--- config.mk ---
export PLATFORM = sky130hd
export DESIGN_NAME = layer_input_streamer
export DESIGN_NICKNAME = d
export VERILOG_FILES = /design/src/rtl/nn_stream_pkg.sv /design/src/rtl/lane_window_mux.sv /design/src/rtl/layer_input_streamer.sv
export SDC_FILE = /design/constraint.sdc
export NUM_CORES = 1
export LEC_CHECK = 0
export CAP_MARGIN = 20
export CORE_AREA = 2 2 103 125
export DETAILED_ROUTE_END_ITERATION = 8
export DIE_AREA = 0 0 105 127
export PLACE_DENSITY_LB_ADDON = 0.05
export RECOVER_POWER = 25
export SYNTH_ARGS = -nofsm -noshare
export SYNTH_HDL_FRONTEND = slang
export SYNTH_SLANG_ARGS = --single-unit
--- constraint.sdc ---
create_clock -name clk -period 4.6 [get_ports clk]
set_input_delay 0.92 -clock clk [delete_from_list [all_inputs] [get_ports clk]]
set_output_delay 0.92 -clock clk [all_outputs]
set_load 0.1 [all_outputs]
--- src/rtl/nn_stream_pkg.sv ---
// Shared types and helpers for the layer input streaming path.
// Optional macro LAYER_STREAMER_BIAS_EN adds the BIAS state to the FSM encoding.
package nn_stream_pkg;

  localparam int NN_DATA_WIDTH = 8;

`ifdef LAYER_STREAMER_BIAS_EN
  typedef enum logic [1:0] {
    IDLE   = 2'd0,
    STREAM = 2'd1,
    BIAS   = 2'd2
  } stream_state_t;
`else
  typedef enum logic [1:0] {
    IDLE   = 2'd0,
    STREAM = 2'd1
  } stream_state_t;
`endif

  // Number of beats needed to move num words when lanes words go out per beat.
  function automatic int beats_for(input int num, input int lanes);
    return (num + lanes - 1) / lanes;
  endfunction

endpackage

--- src/rtl/lane_window_mux.sv ---
// Picks the LANES-word window for a given beat out of a captured vector.
// Lanes past the end of the vector read as zero with their mask bit cleared.
module lane_window_mux #(
  parameter int NUM_INPUTS = 16,
  parameter int DATA_WIDTH = 8,
  parameter int LANES      = 1,
  parameter int BEAT_W     = 4
) (
  input  logic [NUM_INPUTS*DATA_WIDTH-1:0] vec,
  input  logic [BEAT_W-1:0]                beat,
  output logic [LANES*DATA_WIDTH-1:0]      data,
  output logic [LANES-1:0]                 mask
);

  // Lane j carries word beat*LANES+j when that word exists in the vector.
  always_comb begin
    data = '0;
    mask = '0;
    for (int j = 0; j < LANES; j++) begin
      for (int i = 0; i < NUM_INPUTS; i++) begin
        if ((int'(beat) * LANES + j) == i) begin
          data[j*DATA_WIDTH +: DATA_WIDTH] = vec[i*DATA_WIDTH +: DATA_WIDTH];
          mask[j] = 1'b1;
        end
      end
    end
  end

endmodule

--- src/rtl/layer_input_streamer.sv ---
// Captures one input vector and streams it out LANES words per beat with
// valid/ready backpressure, tagging each beat with index, lane mask and last.
// Optional macro LAYER_STREAMER_BIAS_EN appends a bias beat after the data.
module layer_input_streamer
  import nn_stream_pkg::*;
#(
  parameter int NUM_INPUTS = 16,
  parameter int DATA_WIDTH = NN_DATA_WIDTH,
  parameter int LANES      = 1,
  parameter logic [DATA_WIDTH-1:0] BIAS_VALUE = DATA_WIDTH'(1),
  localparam int COUNTER_WIDTH = $clog2(NUM_INPUTS + 1)
) (
  input  logic                            clk,
  input  logic                            reset,
  input  logic                            in_valid,
  output logic                            in_ready,
  input  logic [DATA_WIDTH*NUM_INPUTS-1:0] in_data,
  output logic                            out_valid,
  input  logic                            out_ready,
  output logic [DATA_WIDTH*LANES-1:0]     out_data,
  output logic [LANES-1:0]                out_mask,
  output logic [COUNTER_WIDTH-1:0]        out_index,
  output logic                            out_last,
  output logic                            busy,
  output logic                            done
);

  localparam int BEATS  = beats_for(NUM_INPUTS, LANES);
  localparam int BEAT_W = (BEATS > 1) ? $clog2(BEATS) : 1;

  stream_state_t                   state, state_next;
  logic [BEAT_W-1:0]               beat, beat_next;
  logic [DATA_WIDTH*NUM_INPUTS-1:0] capture;
  logic                            capture_en;
  logic                            done_next;
  logic                            last_data_beat;
  logic [DATA_WIDTH*LANES-1:0]     lane_data;
  logic [LANES-1:0]                lane_mask;

  assign last_data_beat = (beat == BEAT_W'(BEATS - 1));

  lane_window_mux #(
    .NUM_INPUTS (NUM_INPUTS),
    .DATA_WIDTH (DATA_WIDTH),
    .LANES      (LANES),
    .BEAT_W     (BEAT_W)
  ) u_window (
    .vec  (capture),
    .beat (beat),
    .data (lane_data),
    .mask (lane_mask)
  );

  // State, beat counter, captured vector and done pulse registers.
  always_ff @(posedge clk) begin
    if (reset) begin
      state   <= IDLE;
      beat    <= '0;
      capture <= '0;
      done    <= 1'b0;
    end else begin
      state <= state_next;
      beat  <= beat_next;
      done  <= done_next;
      if (capture_en) begin
        capture <= in_data;
      end
    end
  end

  // Next-state logic: capture in IDLE, advance a beat on each accepted transfer.
  always_comb begin
    state_next = state;
    beat_next  = beat;
    capture_en = 1'b0;
    done_next  = 1'b0;
    case (state)
      IDLE: begin
        if (in_valid) begin
          capture_en = 1'b1;
          beat_next  = '0;
          state_next = STREAM;
        end
      end
      STREAM: begin
        if (out_ready) begin
          if (last_data_beat) begin
`ifdef LAYER_STREAMER_BIAS_EN
            state_next = BIAS;
`else
            state_next = IDLE;
            done_next  = 1'b1;
`endif
          end else begin
            beat_next = beat + BEAT_W'(1);
          end
        end
      end
`ifdef LAYER_STREAMER_BIAS_EN
      BIAS: begin
        if (out_ready) begin
          state_next = IDLE;
          done_next  = 1'b1;
        end
      end
`endif
      default: begin
        state_next = IDLE;
      end
    endcase
  end

  // Beat outputs derived from the registered state, beat and captured vector.
  always_comb begin
    out_valid = 1'b0;
    out_data  = '0;
    out_mask  = '0;
    out_index = '0;
    out_last  = 1'b0;
    case (state)
      STREAM: begin
        out_valid = 1'b1;
        out_data  = lane_data;
        out_mask  = lane_mask;
        out_index = COUNTER_WIDTH'(int'(beat) * LANES);
`ifdef LAYER_STREAMER_BIAS_EN
        out_last  = 1'b0;
`else
        out_last  = last_data_beat;
`endif
      end
`ifdef LAYER_STREAMER_BIAS_EN
      BIAS: begin
        out_valid                  = 1'b1;
        out_data[DATA_WIDTH-1:0]   = BIAS_VALUE;
        out_mask[0]                = 1'b1;
        out_index                  = COUNTER_WIDTH'(NUM_INPUTS);
        out_last                   = 1'b1;
      end
`endif
      default: begin
      end
    endcase
  end

  assign in_ready = (state == IDLE);
  assign busy     = (state != IDLE);

endmodule

# Yosys cells after proc, flatten, opt, wreduce, memory -nomap -nowiden
# Index checks and enable logic that the tools add are counted.
[classes]
shift = 0
bitwise = 2
eq_ne = 21
n_reduce_logical = 7
addsub = 1
div_mod_pow = 0
magnitude_cmp = 0
muxes = 48
n_mul = 0
[ops]
columns = ["cell", "n"]
rows = [
  ["8-bit 2-to-1 mux", 17],
  ["4-bit == test, second input constant", 9],
  ["32-bit logical NOT", 1],
  ["1-bit 2-to-1 mux", 22],
  ["4-bit by 3-bit == test with 1-bit output, second input constant", 4],
  ["4-bit 2-to-1 mux", 4],
  ["4-bit by 2-bit == test with 1-bit output, second input constant", 2],
  ["2-bit inequality test, second input constant", 4],
  ["4-bit case mux with 2 select lines", 1],
  ["2-bit 2-to-1 mux", 3],
  ["4-bit by 1-bit adder with 4-bit output, second input constant", 1],
  ["4-bit by 1-bit == test with 1-bit output, second input constant", 1],
  ["2-bit case mux with 2 select lines", 1],
  ["4-bit AND reduction", 1],
  ["2-bit nonzero test", 2],
  ["3-bit AND reduction", 1],
  ["3-bit OR reduction", 1],
  ["2-bit by 1-bit == test with 1-bit output, second input constant", 1],
  ["2-bit logical NOT", 1],
  ["1-bit inverter", 2],
]
[totals]
in_bits = 132
latchBits = 0
register_bits = 135
elab_cells = 83
memories = 0
ram_bits = 0
output_inout_bits = 19
mem_bits_ro = 0

# Logic depth before layout (Yosys ltp)
[depth]
depth_word = 18
depth_mapped = 10
mapped_depth_nobuf = 7

# Hierarchy
# A second synthesis with hierarchy kept.
[hier_totals]
cells_unflattened = 817
area_unflattened_um2 = 7035.5
[modules_own_cells]
columns = ["mod", "n_inst", "area_per_inst_um2", "cells_each", "seq_area_each_um2"]
rows = [
  ["layer_input_streamer", 1, 5605.4, 608, 2682.6],
  ["lane_window_mux", 1, 1430.1, 209, 0.0],
]

# Least setup slack after synthesis
# Ideal clock, no wire load.
[synth_path]
kind = "register to output"
startpoint = "reg state[0]"
endpoint = "out out_data[6]"
path_buffers = 1
slack_ns = -1.094
stages_incl_launch_ff = 6
required_ns = 3.680
arrival_time_ns = 4.774
cell_sequence = "dfxtp_1 -> buf_2 -> clkinv_1 -> a21oi_1 -> nand3_1 -> o31ai_1"
[synth_between]
elab_chain_len = 2
[synth_lines]
columns = ["element", "line", "text"]
rows = [
  ["start: declaration", "layer_input_streamer.sv:31", "stream_state_t state, state_next;"],
  ["start signal: assignment", "layer_input_streamer.sv:62", "state <= state_next;"],
  ["2-bit by 1-bit == test with 1-bit output", "layer_input_streamer.sv:120", "case (state)"],
  ["8-bit 2-to-1 mux", "layer_input_streamer.sv:120", ""],
  ["end: declaration", "layer_input_streamer.sv:20", "output logic [DATA_WIDTH*LANES-1:0] out_data,"],
]
# No other way between the ends.

# Worst setup path after layout
[layout_path]
startpoint = "reg beat[0]"
endpoint = "out out_data[3]"
[layout_between]
elab_chain_len = 18
elab_cells_between_ends = 33
classes_between = "eq/ne: 15; mux: 17; reduce/logical: 1"
[layout_lines]
columns = ["element", "line", "text"]
rows = [
  ["start: declaration", "layer_input_streamer.sv:32", "logic [BEAT_W-1:0] beat, beat_next;"],
  ["start signal: assignment", "layer_input_streamer.sv:63", "beat <= beat_next;"],
  ["32-bit logical NOT", "lane_window_mux.sv:21", "if ((int'(beat) * LANES + j) == i) begin"],
  ["8-bit 2-to-1 mux (15 in series)", "lane_window_mux.sv:21", ""],
  ["8-bit 2-to-1 mux (*)", "lane_window_mux.sv:21", ""],
  ["8-bit 2-to-1 mux (*)", "layer_input_streamer.sv:120", ""],
]
# Mark *: on every way between the ends. The rest lies on a longest branch, timed or not.

==> summary.txt <==
Status
  • Status: finished with violations
  • Failing checks: max-capacitance violations, max-slew violations

Critical path
  • Slowest CP cell: ha_1
  • Critical path class: reg -> out
  • Worst R2R Start: state[0]$_SDFFE_PP0P_
  • Cell family with most CP delay: simple AND/OR/NAND/NOR gates
  • Reg2Reg Depth: 4
  • Worst path bufs/invs: 2
  • Crit Reg-Reg Endpoint: capture[77]$_SDFFE_PP0P_
  • Peak per-stage delay on the critical path: 0.77 ns
  • Reg2reg setup slack: 1.46 ns
  • Worst EP arrival: 3.18 ns
  • Critical path fanouts, max: 25
  • Cell mode on critical path: nor2b_1
  • WP data required: 3.68 ns
  • Crit end category: primary output
  • Critical Path, Cell by Cell: inv_1 > ha_1 > nor2b_1 > nor2b_1 > a22oi_1 > o211ai_1 > buf_4
  • Crit start category: register

Power
  • Power Internal: 2370 uW
  • Leak pwr: 0.00319 uW
  • Net Sw Power: 799 uW
  • Reg power frac: 40.6%
  • Switching share of power: 25.2%
  • Cell Pwr Density: 375 nW/um^2
  • VDD IR max: 0.000278 V
  • Gate power share: 13.1%
  • Clk network pwr share: 46.3%

Routing
  • WL met3: 1.12 mm
  • Drt first pass iters: 8
  • Top sig layer: met4
  • DR DRC count: 0
  • Final WL: 20.9 mm
  • Routed wl met2: 10.8 mm
  • Met1 WL: 8.12 mm
  • Via count: 6656
  • Vias per Instance: 5.69
  • Routed len/inst: 17.8 um
  • Antenna Nets Post-Route: 0
  • Starting DRC count in detailed routing: 499

STA
  • Final cycle utilization of the critical path: 89.2%
  • Setup ws final: 0.498 ns
  • Fin Clk Skew: 0.00618 ns
  • Hold Vio Cnt, Final: 0
  • Hold slack: 0.456 ns
  • RSZ-0062 raised after global routing: false
  • Final setup violation count: 0
  • Worst slew margin: -73.2%
  • FMAX: 244 MHz
  • Setup TNS Final: 0 ns
  • Final Slew Violations: 133
  • Post-layout min period: 4.10 ns
  • Slew @ Worst Pin: 2.60 ns

Clock network
  • CTS sink count: 134
  • Clk slew on worst S/H paths: 0.05 ns
  • Setup bufs post-CTS: 0
  • Bufs on Longest Clock Path: 2
  • Post-CTS sizing: 0
  • CTS tree: built
  • Hold_buf cts: 0
  • H-tree Lvls: 4
  • Total CTS buffers: 17
  • Clk_lat worst skew: 0.42 ns
  • Root Buffer: clkbuf_16

Synthesis
  • Top_reg_cell synth: dfxtp_1
  • Unique cell type count in the Yosys netlist: 66
  • Avg Synthesized Cell Area: 7.25 um^2
  • Synthesized net count: 1025
  • Largest cells by area after synthesis: dfxtp_1 42%, nand2_1 18%, a21oi_1 13%
  • Most frequent cells after synthesis: 301 x nand2_1, 165 x a21oi_1, 134 x dfxtp_1
  • Leading cell type by number of instances after synthesis: nand2_1
  • Seq/Total Area, Yosys: 41.6%
  • Synth Instances: 889
  • Syn. warnings: 0
  • Register bit total from synthesis: 134
  • EDFF count, synth: 0
  • Cell taking the most area after synthesis: dfxtp_1
  • Top-area cell type share of the netlist area: 41.6%
  • Post-synth ARST share: 0%
  • Mapped Area: 6440 um^2

Floorplan
  • Die width: 105 um
  • Site row count: 44
  • Initial core utilization: 53.7%
  • Top Ports: 151
  • Core ar.: 12000 um^2
  • Die Ht: 127 um
  • Die ar.: 13300 um^2

Global route
  • Largest net degree at the start of global routing: 78
  • Global-route wire length before repair: 32.7 mm
  • Gr ovfl total: 0
  • GRT Util Overall: 31.3%
  • Number of global-route vias before repair: 6555
  • Initial antenna violation count: 0

Finish
  • Nets: 1132
  • Finished Cell Area: 8450 um^2
  • Post-layout instance count excluding filler cells: 1170
  • Area Growth Syn to Fin: 31.2%
  • N_diodes: 0
  • Fillers: 959
  • Share of layout cells above drive strength 1: 7.14%

Hold path
  • Hold EP: capture[95]$_SDFFE_PP0P_
  • Worst min path class: reg -> reg
  • Hold depth: 2
  • Hold path startpoint: capture[95]$_SDFFE_PP0P_

Placement
  • Dpl cell area: 7830 um^2
  • # placed instances: 1138
  • Detailed Place HPWL: 15.1 mm
  • Gpl congestion: 0.970
  • Port bufs: 149
  • Pre-CTS setup slack: 0.982 ns

Job
  • # Max-Cap Violations: 2
[layout by cell type, fill, tap and decap left out, types with 3 or more instances in the layout]
cell type,n
clkdlybuf4s50_1,136
o21a_1,3
nand3b_1,5
o21ai_1,6
or3_1,3
a22oi_1,11
a221oi_1,4
a31oi_1,6
nor3_1,4
inv_1,8
a21oi_1,165
ha_1,3
clkinv_2,5
nor3b_1,7
buf_4,22
nand2b_1,6
bufinv_16,4
nand2_1,301
and2_1,3
o221ai_1,4
clkbuf_8,3
o21ai_0,30
a221o_1,4
nor2_1,28
nor2b_1,19
a21o_1,3
dfxtp_1,134
o22ai_1,3
nand3_1,5
o31ai_1,3
clkbuf_16,17
[worst register-to-register path, stage by stage, from the launching register on]
cell      delay (ns)
dfxtp_1         0.45
nor2b_1         0.20
clkbuf_1        1.85
nand2_1         0.32
a21oi_1         0.24
[metrics by stage]
step	utilization, %	power (uW)
4_1_cts	70.5	3160
6_report	70.4	3170
2_1_floorplan	-	1530
3_5_place_dp	65.2	1710
5_1_grt	70.4	3260
3_3_place_gp	65.2	1700
[logic make-up after synthesis]
logic type	Yosys count	synth area share, %
flip-flops	134	41.6
AO/OA/AOI/OAI	268	24.2
XOR/XNOR	2	0.272
buffers and inverters	84	6.78
other	1	0.0582
adder cells (fa/ha/maj)	4	0.777
AND/OR/NAND/NOR	396	26.3
[flip-flops by register name (all words and copies together) (netlist names)]
| signal | flops |
|---|---|
| capture | 128 |
| done | 1 |
| state | 1 |
| beat | 4 |
[final cells by class]
class / instances / area, um^2 / share of cell area (%)
multi-input cells: 671 / 3340 / 39.5
flip-flops and latches: 134 / 2680 / 31.7
repair buffers: 161 / 1540 / 18.3
clock buffers: 20 / 467 / 5.52
well taps: 161 / 201 / 2.38
clock inverters: 12 / 174 / 2.06
inverters: 11 / 42.5 / 0.503
[power by group through the flow]
| stage | Clock [uW] | Combinational (uW) | Sequential, uW |
|---|---|---|---|
| floorplan | 0 | 245 | 1290 |
| global placement | 0 | 393 | 1310 |
| detailed placement | 0 | 406 | 1310 |
| CTS | 1460 | 410 | 1290 |
| global route | 1510 | 454 | 1290 |
| finish | 1460 | 415 | 1290 |
[layer usage]
| metal | vias to the layer above | GRT usage, % |
|---|---|---|
| met5 | - | 0 |
| met3 | 53 | 5.15 |
| met2 | 286 | 57.9 |
| met4 | 0 | 15.6 |
| li1 | 3215 | - |
| met1 | 3102 | 34.4 |
[worst max-delay path by stage]
stage	start	to	slack (ns)	depth (start not counted)
floorplan	state[0]$_SDFFE_PP0P_	out_data[3]	0.03	5
global placement	beat[0]$_SDFFE_PP0P_	out_data[3]	0.98	8
detailed placement	beat[0]$_SDFFE_PP0P_	out_data[4]	0.98	8
CTS	beat[0]$_SDFFE_PP0P_	out_data[4]	0.51	8
global route	beat[0]$_SDFFE_PP0P_	out_data[5]	0.29	9
finish	beat[0]$_SDFFE_PP0P_	out_data[3]	0.50	7
Power figures use the tool's default switching activity.
